`config.mk`:
```
export PLATFORM = sky130hd
export DESIGN_NAME = lsu_mem_master_flat
export DESIGN_NICKNAME = d
export VERILOG_FILES = /design/src/rtl/lsu_mem_master_if.sv /design/src/rtl/lsu_mem_master.sv /design/src/flat_wrapper.sv
export SDC_FILE = /design/constraint.sdc
export NUM_CORES = 1
export LEC_CHECK = 0
export ABC_CLOCK_PERIOD_IN_PS = 2250
export BUFFER_PORTS_ARGS = -buffer_cell sky130_fd_sc_hd__buf_2
export CAP_MARGIN = 20
export CORE_MARGIN = 10
export CORE_UTILIZATION = 40
export CTS_BUF_LIST = sky130_fd_sc_hd__clkbuf_4 sky130_fd_sc_hd__clkbuf_8
export DETAILED_ROUTE_END_ITERATION = 10
export PLACE_DENSITY = 0.72
export SLEW_MARGIN = 15
export SYNTH_ARGS = -nofsm -noshare
export SYNTH_HDL_FRONTEND = slang
export SYNTH_SLANG_ARGS = --single-unit
```
`constraint.sdc`:
```
create_clock -name clk -period 2.25 [get_ports clk]
set_input_delay 0.3375 -clock clk [delete_from_list [all_inputs] [get_ports clk]]
set_output_delay 0.3375 -clock clk [all_outputs]
set_load 0.01 [all_outputs]
```
`src/rtl/lsu_mem_master_if.sv`:
```
// lsu_mem_master_if
//   Bundles the three channels around the load/store initiator:
//     req_*  : execute stage -> LSU access request
//     resp_* : LSU -> execute stage response (loads and stores)
//     mem_*  : LSU -> data memory single-cycle access, mem_rdata returned
//              combinationally in the same cycle as mem_valid
//   Modports:
//     master : the LSU view (consumes requests, produces responses, drives memory)
//     slave  : the environment view (execute stage plus memory model)
//
//   Handshake rule (req and resp channels): a transfer happens at the rising
//   clock edge where valid and ready are both 1. The producer holds valid and
//   its payload stable until that edge; ready may depend combinationally on
//   the consumer's own state only, never on valid.
interface lsu_mem_master_if #(
   parameter int ADDR_W = 32,
   parameter int DATA_W = 32
);
   logic              req_valid;
   logic              req_ready;
   logic              req_wen;
   logic [ADDR_W-1:0] req_addr;
   logic [DATA_W-1:0] req_wdata;
   logic [1:0]        req_size;
   logic              req_unsigned;

   logic              resp_valid;
   logic              resp_ready;
   logic [DATA_W-1:0] resp_rdata;
   logic              resp_err;

   logic              mem_valid;
   logic              mem_wen;
   logic [ADDR_W-1:0] mem_raddr;
   logic [ADDR_W-1:0] mem_waddr;
   logic [DATA_W-1:0] mem_wdata;
   logic [7:0]        mem_wmask;
   logic [DATA_W-1:0] mem_rdata;

   modport master (
      input  req_valid, req_wen, req_addr, req_wdata, req_size, req_unsigned,
      output req_ready,
      output resp_valid, resp_rdata, resp_err,
      input  resp_ready,
      output mem_valid, mem_wen, mem_raddr, mem_waddr, mem_wdata, mem_wmask,
      input  mem_rdata
   );

   modport slave (
      output req_valid, req_wen, req_addr, req_wdata, req_size, req_unsigned,
      input  req_ready,
      input  resp_valid, resp_rdata, resp_err,
      output resp_ready,
      input  mem_valid, mem_wen, mem_raddr, mem_waddr, mem_wdata, mem_wmask,
      output mem_rdata
   );
endinterface

```
`src/rtl/lsu_mem_master.sv`:
```
// lsu_mem_master
//   Load/store initiator for the core's data memory port. Accepts one byte,
//   halfword or word access, issues exactly one word-aligned memory access,
//   then returns lane-aligned, sign/zero-extended load data (0 for stores).
//   One outstanding request at a time; back-to-back requests run at one
//   memory access every two cycles.
//
//   Ports:
//     clk        clock
//     resetn     synchronous reset, active-low
//     bus        lsu_mem_master_if.master (req_*, resp_*, mem_* channels)
//     dbg_state  current FSM state (0 = IDLE, 1 = ACCESS, 2 = RESP)
//
//   Build option:
//     LSU_ALIGN_CHECK_EN  when defined, misaligned half/word requests skip the
//                         memory access and answer with resp_err = 1. When not
//                         defined, resp_err is tied 0 and low address bits are
//                         ignored for halfword (bit 0) and word (bits 1:0).
module lsu_mem_master #(
   parameter int ADDR_W = 32,
   parameter int DATA_W = 32
) (
   input  logic                   clk,
   input  logic                   resetn,
   lsu_mem_master_if.master       bus,
   output logic [1:0]             dbg_state
);

   typedef enum logic [1:0] {
      ST_IDLE   = 2'd0,
      ST_ACCESS = 2'd1,
      ST_RESP   = 2'd2
   } state_e;

   state_e            state_q, state_d;
   logic              wen_q, wen_d;
   logic [ADDR_W-1:0] addr_q, addr_d;
   logic [DATA_W-1:0] wdata_q, wdata_d;
   logic [1:0]        size_q, size_d;
   logic              uns_q, uns_d;
   logic              resp_valid_q, resp_valid_d;
   logic [DATA_W-1:0] resp_rdata_q, resp_rdata_d;

   logic              req_ready;
   logic              accept;
   logic              req_mis;
   logic              in_access;
   logic [1:0]        eoff;
   logic [4:0]        lane_shamt;
   logic [3:0]        lane_mask;
   logic [DATA_W-1:0] load_sh;
   logic [DATA_W-1:0] load_ext;

`ifdef LSU_ALIGN_CHECK_EN
   logic              resp_err_q, resp_err_d;

   // Misalignment is judged on the incoming request so it can bypass ACCESS.
   assign req_mis = ((bus.req_size == 2'd1) & bus.req_addr[0]) |
                    (bus.req_size[1] & (bus.req_addr[1:0] != 2'b00));
`else
   assign req_mis = 1'b0;
`endif

   assign accept = bus.req_valid & req_ready;

   // ------------------------------------------------------------------
   // State and datapath registers
   // ------------------------------------------------------------------
   always_ff @(posedge clk) begin
      if (!resetn) begin
         state_q      <= ST_IDLE;
         wen_q        <= 1'b0;
         addr_q       <= '0;
         wdata_q      <= '0;
         size_q       <= 2'd0;
         uns_q        <= 1'b0;
         resp_valid_q <= 1'b0;
         resp_rdata_q <= '0;
`ifdef LSU_ALIGN_CHECK_EN
         resp_err_q   <= 1'b0;
`endif
      end else begin
         state_q      <= state_d;
         wen_q        <= wen_d;
         addr_q       <= addr_d;
         wdata_q      <= wdata_d;
         size_q       <= size_d;
         uns_q        <= uns_d;
         resp_valid_q <= resp_valid_d;
         resp_rdata_q <= resp_rdata_d;
`ifdef LSU_ALIGN_CHECK_EN
         resp_err_q   <= resp_err_d;
`endif
      end
   end

   // ------------------------------------------------------------------
   // Next-state logic
   // ------------------------------------------------------------------
   always_comb begin
      state_d = state_q;
      case (state_q)
         ST_IDLE: begin
            if (accept) state_d = req_mis ? ST_RESP : ST_ACCESS;
         end
         ST_ACCESS: begin
            state_d = ST_RESP;
         end
         ST_RESP: begin
            // A new request accepted on the response handshake edge keeps
            // the pipe full instead of bouncing through IDLE.
            if (bus.resp_ready) begin
               if (accept) state_d = req_mis ? ST_RESP : ST_ACCESS;
               else        state_d = ST_IDLE;
            end
         end
         default: state_d = ST_IDLE;
      endcase
   end

   // ------------------------------------------------------------------
   // Lane steering for the latched request
   // ------------------------------------------------------------------
   always_comb begin
      eoff      = 2'd0;
      lane_mask = 4'b1111;
      case (size_q)
         2'd0: begin
            eoff      = addr_q[1:0];
            lane_mask = 4'b0001 << addr_q[1:0];
         end
         2'd1: begin
            eoff      = {addr_q[1], 1'b0};
            lane_mask = 4'b0011 << {addr_q[1], 1'b0};
         end
         default: begin
            eoff      = 2'd0;
            lane_mask = 4'b1111;
         end
      endcase
      lane_shamt = {eoff, 3'b000};
      load_sh    = bus.mem_rdata >> lane_shamt;
      case (size_q)
         2'd0:    load_ext = {{(DATA_W-8){load_sh[7] & ~uns_q}}, load_sh[7:0]};
         2'd1:    load_ext = {{(DATA_W-16){load_sh[15] & ~uns_q}}, load_sh[15:0]};
         default: load_ext = load_sh;
      endcase
   end

   // ------------------------------------------------------------------
   // Datapath next-values
   // ------------------------------------------------------------------
   always_comb begin
      wen_d        = wen_q;
      addr_d       = addr_q;
      wdata_d      = wdata_q;
      size_d       = size_q;
      uns_d        = uns_q;
      resp_rdata_d = resp_rdata_q;
`ifdef LSU_ALIGN_CHECK_EN
      resp_err_d   = resp_err_q;
`endif
      if (accept) begin
         wen_d   = bus.req_wen;
         addr_d  = bus.req_addr;
         wdata_d = bus.req_wdata;
         size_d  = bus.req_size;
         uns_d   = bus.req_unsigned;
      end
      // A response is pending exactly while the FSM sits in RESP.
      resp_valid_d = (state_d == ST_RESP);
      if (state_q == ST_ACCESS) begin
         resp_rdata_d = wen_q ? '0 : load_ext;
`ifdef LSU_ALIGN_CHECK_EN
         resp_err_d   = 1'b0;
`endif
      end else if (accept & req_mis) begin
         resp_rdata_d = '0;
`ifdef LSU_ALIGN_CHECK_EN
         resp_err_d   = 1'b1;
`endif
      end
   end

   // ------------------------------------------------------------------
   // Outputs
   // ------------------------------------------------------------------
   always_comb begin
      in_access      = (state_q == ST_ACCESS);
      req_ready      = (state_q == ST_IDLE) | ((state_q == ST_RESP) & bus.resp_ready);
      bus.req_ready  = req_ready;
      // Gated by resetn so a store caught in ACCESS by reset never commits.
      bus.mem_valid  = resetn & in_access;
      bus.mem_wen    = in_access & wen_q;
      bus.mem_raddr  = in_access ? {addr_q[ADDR_W-1:2], 2'b00} : '0;
      bus.mem_waddr  = in_access ? {addr_q[ADDR_W-1:2], 2'b00} : '0;
      bus.mem_wdata  = in_access ? (wdata_q << lane_shamt) : '0;
      bus.mem_wmask  = in_access ? {4'b0000, lane_mask} : 8'h00;
      bus.resp_valid = resp_valid_q;
      bus.resp_rdata = resp_rdata_q;
`ifdef LSU_ALIGN_CHECK_EN
      bus.resp_err   = resp_err_q;
`else
      bus.resp_err   = 1'b0;
`endif
      dbg_state      = state_q;
   end

endmodule
```
`src/flat_wrapper.sv`:
```
// flat-port wrapper written by rule: the top's interface ports become plain ports
module lsu_mem_master_flat 
#(
   parameter int ADDR_W = 32,
   parameter int DATA_W = 32
)
  (clk, resetn, dbg_state, bus_req_valid, bus_req_wen, bus_req_addr, bus_req_wdata, bus_req_size, bus_req_unsigned, bus_req_ready, bus_resp_valid, bus_resp_rdata, bus_resp_err, bus_resp_ready, bus_mem_valid, bus_mem_wen, bus_mem_raddr, bus_mem_waddr, bus_mem_wdata, bus_mem_wmask, bus_mem_rdata);
  lsu_mem_master_if #(.ADDR_W(ADDR_W), .DATA_W(DATA_W)) bus_i ();
  input  logic clk;
  input  logic resetn;
  output logic [1:0] dbg_state;
  input wire logic [$bits(bus_i.req_valid)-1:0] bus_req_valid;
  input wire logic [$bits(bus_i.req_wen)-1:0] bus_req_wen;
  input wire logic [$bits(bus_i.req_addr)-1:0] bus_req_addr;
  input wire logic [$bits(bus_i.req_wdata)-1:0] bus_req_wdata;
  input wire logic [$bits(bus_i.req_size)-1:0] bus_req_size;
  input wire logic [$bits(bus_i.req_unsigned)-1:0] bus_req_unsigned;
  output wire logic [$bits(bus_i.req_ready)-1:0] bus_req_ready;
  output wire logic [$bits(bus_i.resp_valid)-1:0] bus_resp_valid;
  output wire logic [$bits(bus_i.resp_rdata)-1:0] bus_resp_rdata;
  output wire logic [$bits(bus_i.resp_err)-1:0] bus_resp_err;
  input wire logic [$bits(bus_i.resp_ready)-1:0] bus_resp_ready;
  output wire logic [$bits(bus_i.mem_valid)-1:0] bus_mem_valid;
  output wire logic [$bits(bus_i.mem_wen)-1:0] bus_mem_wen;
  output wire logic [$bits(bus_i.mem_raddr)-1:0] bus_mem_raddr;
  output wire logic [$bits(bus_i.mem_waddr)-1:0] bus_mem_waddr;
  output wire logic [$bits(bus_i.mem_wdata)-1:0] bus_mem_wdata;
  output wire logic [$bits(bus_i.mem_wmask)-1:0] bus_mem_wmask;
  input wire logic [$bits(bus_i.mem_rdata)-1:0] bus_mem_rdata;
  assign bus_i.req_valid = bus_req_valid;
  assign bus_i.req_wen = bus_req_wen;
  assign bus_i.req_addr = bus_req_addr;
  assign bus_i.req_wdata = bus_req_wdata;
  assign bus_i.req_size = bus_req_size;
  assign bus_i.req_unsigned = bus_req_unsigned;
  assign bus_req_ready = bus_i.req_ready;
  assign bus_resp_valid = bus_i.resp_valid;
  assign bus_resp_rdata = bus_i.resp_rdata;
  assign bus_resp_err = bus_i.resp_err;
  assign bus_i.resp_ready = bus_resp_ready;
  assign bus_mem_valid = bus_i.mem_valid;
  assign bus_mem_wen = bus_i.mem_wen;
  assign bus_mem_raddr = bus_i.mem_raddr;
  assign bus_mem_waddr = bus_i.mem_waddr;
  assign bus_mem_wdata = bus_i.mem_wdata;
  assign bus_mem_wmask = bus_i.mem_wmask;
  assign bus_i.mem_rdata = bus_mem_rdata;
  lsu_mem_master #(.ADDR_W(ADDR_W), .DATA_W(DATA_W)) u_core (.clk(clk), .resetn(resetn), .bus(bus_i), .dbg_state(dbg_state));
endmodule
```
==> flow_summary.yaml <==
clock_network:
  root_buffer: "clkbuf_8"
  clk_latency_ps: 390
  clk_pin_slew_ps: 100
  cts_buffers: 9
  ctsHoldBuffers: 0
  htreeDepth: 3
  cts_tree: "built"
  cts_sinks: 103
  clockBufferDepth: 2
pwr:
  p_total_w: 0.00391
  pwr-share-clk_pct: 28.8
  power_density_nw_per_um2: 580
  switchingPower_w: 0.00119
  combPwrFrac_pct: 19.8
  switching_share_pct: 30.4
  leakagePower_nw: 3.22
  peakVddDrop_mv: 0.390
  seq_power_share_pct: 51.5
  internal_power_w: 0.00272
logic_synthesis:
  synthTopCellsByCount: "nand2_1, dfxtp_1, a21boi_0, buf_4, and2_1"
  ys.flop_type: "dfxtp_1"
  yosysWarnings: 0
  syn_area_um2: 5320
  synth_top_area_cell: "dfxtp_1"
  ys_ff_latch: 103
  async_reset_ff_share_pct: 0
  synth.area.top_cells: "dfxtp_1, nand2_1, a21boi_0"
  synth_cell_types: 39
  synth_most_common_cell: "nand2_1"
  yosysSeqAreaShare_pct: 38.8
  syn_area_per_cell_um2: 7.98
  synth_edf_count: 0
  synth_cells: 667
  synth_top_cell_area_share_pct: 38.8
hold_path:
  min_path_cells: 3
  hp-start: "bus_req_addr[8]"
  hold_class: "input port to flop"
  min_to: "u_core.addr_q[8]"
job:
  drv_cap: 0
global_routing:
  grt_max_degree: 47
  antenna_found_initial: 6
  grt_pass1_wl_um: 28300
  grtUsageTotal_pct: 19.2
  grt_pass1_vias: 5207
  overflow: 0
placed_design:
  place_congestion: 0.894
  numPortBuffers: 237
  dp_cells: 1022
  dp.final_hpwl_um: 14100
sta:
  finalHoldViolations: 0
  setup_violations: 0
  report.final.slew_viol_count: 0
  fmax_mhz: 464
  skew_ps: 8.30
  min_period_ps: 2160
  period_share_pct: 95.9
  tightest_slew_ps: 556
  relSlewSlack_pct: 62.8
critical_path:
  worstReg2RegStart: "u_core.dbg_state[1]"
  critPathMaxStageDelay_ps: 350
  path_delay_family: "buffers and inverters"
  worst-path-buf-inv: 3
  r2r-end: "u_core.bus.resp_rdata[20]"
  ff2ff_path_depth: 5
  start_kind: "flop"
  crit_path_top_delay_cell: "dfxtp_1"
  r2r_slack_ps: 330
  cp_max_fo: 9
  worst-endpoint-required_ps: 1910
  critPathArrivalTime_ps: 1820
  setup.worst_path.end_class: "output pin"
  crit_chain: "buf_4, nor2b_4, buf_6, nand2_1, and3_1, a211oi_1, buf_2"
  critPathKind: "flop to output pin"
die:
  dieHeight_um: 135
  die_w_um: 135
  io_pins: 247
  core_area_um2: 13100
  core.rowCount: 42
  start_util_pct: 40.5
  die_area_um2: 18300
final_layout:
  drive_gt1_share_pct: 35.5
  final_cells: 1045
  n_fill_cell: 1389
  finalCoreUtilization_pct: 51.4
  finalNetCount: 966
  multi_input_area_um2: 2810
  regArea_um2: 2060
  area_delta_synth_final_pct: 26.9
status:
  status: "complete, no violations"
detailed_routing:
  routed_via_density: 5.08
  routed_wl_um: 18300
  drcViolationCount: 0
  wl_per_cell_um: 17.6
  ant_nets: 0
  dr.first_iter.drc_count: 306
  drtPass1Iterations: 5
  num_vias: 5311
power groups by stage:
stage          clock network [W]  registers, W  logic (W)
2_1_floorplan                  0       0.00205   0.000460
3_3_place_gp                   0       0.00205   0.000742
3_5_place_dp                   0       0.00205   0.000751
4_1_cts                  0.00117       0.00201   0.000760
5_1_grt                  0.00124       0.00203   0.000860
6_report                 0.00112       0.00201   0.000774
final cells by class:
cell class | count | area share, %
multi-input combinational | 477 | 41.7
sequential | 103 | 30.6
timing repair buffer | 267 | 21.4
tap | 176 | 3.26
clock buffer | 11 | 2.15
clock inverter | 5 | 0.612
inverter | 4 | 0.222
antenna | 2 | 0.0742
metal layers:
metal  part of all wire, %  vias to the layer above  global-route usage, %  routed length [um]
met2                    47                      242                   31.7                8630
li1                      -                     2603                      -                   -
met5                  0.24                        -                      0                  44
met3                    12                       36                   9.20                2220
met1                    39                     2424                   21.4                7120
met4                   1.8                        6                   5.74                 339
cell usage in the layout (no fill, tap or decap), types with 3 or more instances in the layout:
cell,n
buf_2,236
nand2_1,184
dfxtp_1,102
a21boi_0,68
and2_1,38
buf_4,26
and3_1,21
a22oi_1,16
nor2_1,15
o21ai_0,15
a211oi_1,10
o21ai_1,10
clkbuf_8,10
mux2i_1,9
a2bb2oi_1,9
a21oi_1,9
nand3_1,9
conb_1,9
a221oi_1,8
a22o_1,7
nand2b_1,6
a211oi_2,4
nand3b_1,4
a32o_1,4
inv_1,3
mux4_2,3
buf_6,3
per-stage QoR:
stage	area [um2]	setup TNS (ps)	hold slack (ps)	setup slack (ps)
2_1_floorplan	5350	0	439	438
3_3_place_gp	6430	0	436	320
3_5_place_dp	6430	0	440	268
4_1_cts	6650	0	163	10.7
5_1_grt	6740	-37.8	159	-19.9
6_report	6750	0	179	92.9
worst register-to-register path, delay by kind of cell (launching register included):
kind / cells / cell delay [ps]
AOI/OAI and AO/OA: 1 / 270
buffers and inverters: 1 / 150
DFF: 1 / 320
and+or+nand+nor: 3 / 1100
worst max-delay path by stage:
stage                              endpoint  cells after the start              from
after floorplan           bus_mem_wdata[29]                      7  u_core.size_q[1]
after global placement    bus_mem_wdata[27]                      6  u_core.size_q[1]
after detailed placement  bus_mem_wdata[17]                      6  u_core.size_q[1]
after CTS                 bus_mem_wdata[29]                      7  u_core.size_q[1]
after global routing      bus_mem_wdata[29]                      7  u_core.size_q[1]
final                     bus_mem_wdata[27]                      7  u_core.size_q[1]
registers in the layout (all words and copies together) (netlist names):
| register | flops |
|---|---|
| u_core.bus.resp_rdata | 32 |
| u_core.wen_q | 1 |
| u_core.wdata_q | 32 |
| u_core.size_q | 2 |
| u_core.addr_q | 32 |
| u_core.bus.resp_valid | 1 |
| u_core.uns_q | 1 |
| u_core.dbg_state | 2 |
cells by family after synthesis:
| family | synth area share (%) |
|---|---|
| buffers and inverters | 10.2 |
| multiplexers | 3.15 |
| flip-flops | 38.8 |
| other | 0.0705 |
| AO/OA/AOI/OAI | 22.6 |
| AND/OR/NAND/NOR | 25.3 |
what timing repair did:
action,CTS,global route
gates resized for setup,6,15
setup buffers,2,3
endpoints found under the setup margin,17,77
endpoints found under the hold margin,0,0
pin swaps,1,0
(Power assumes the default switching activity.)
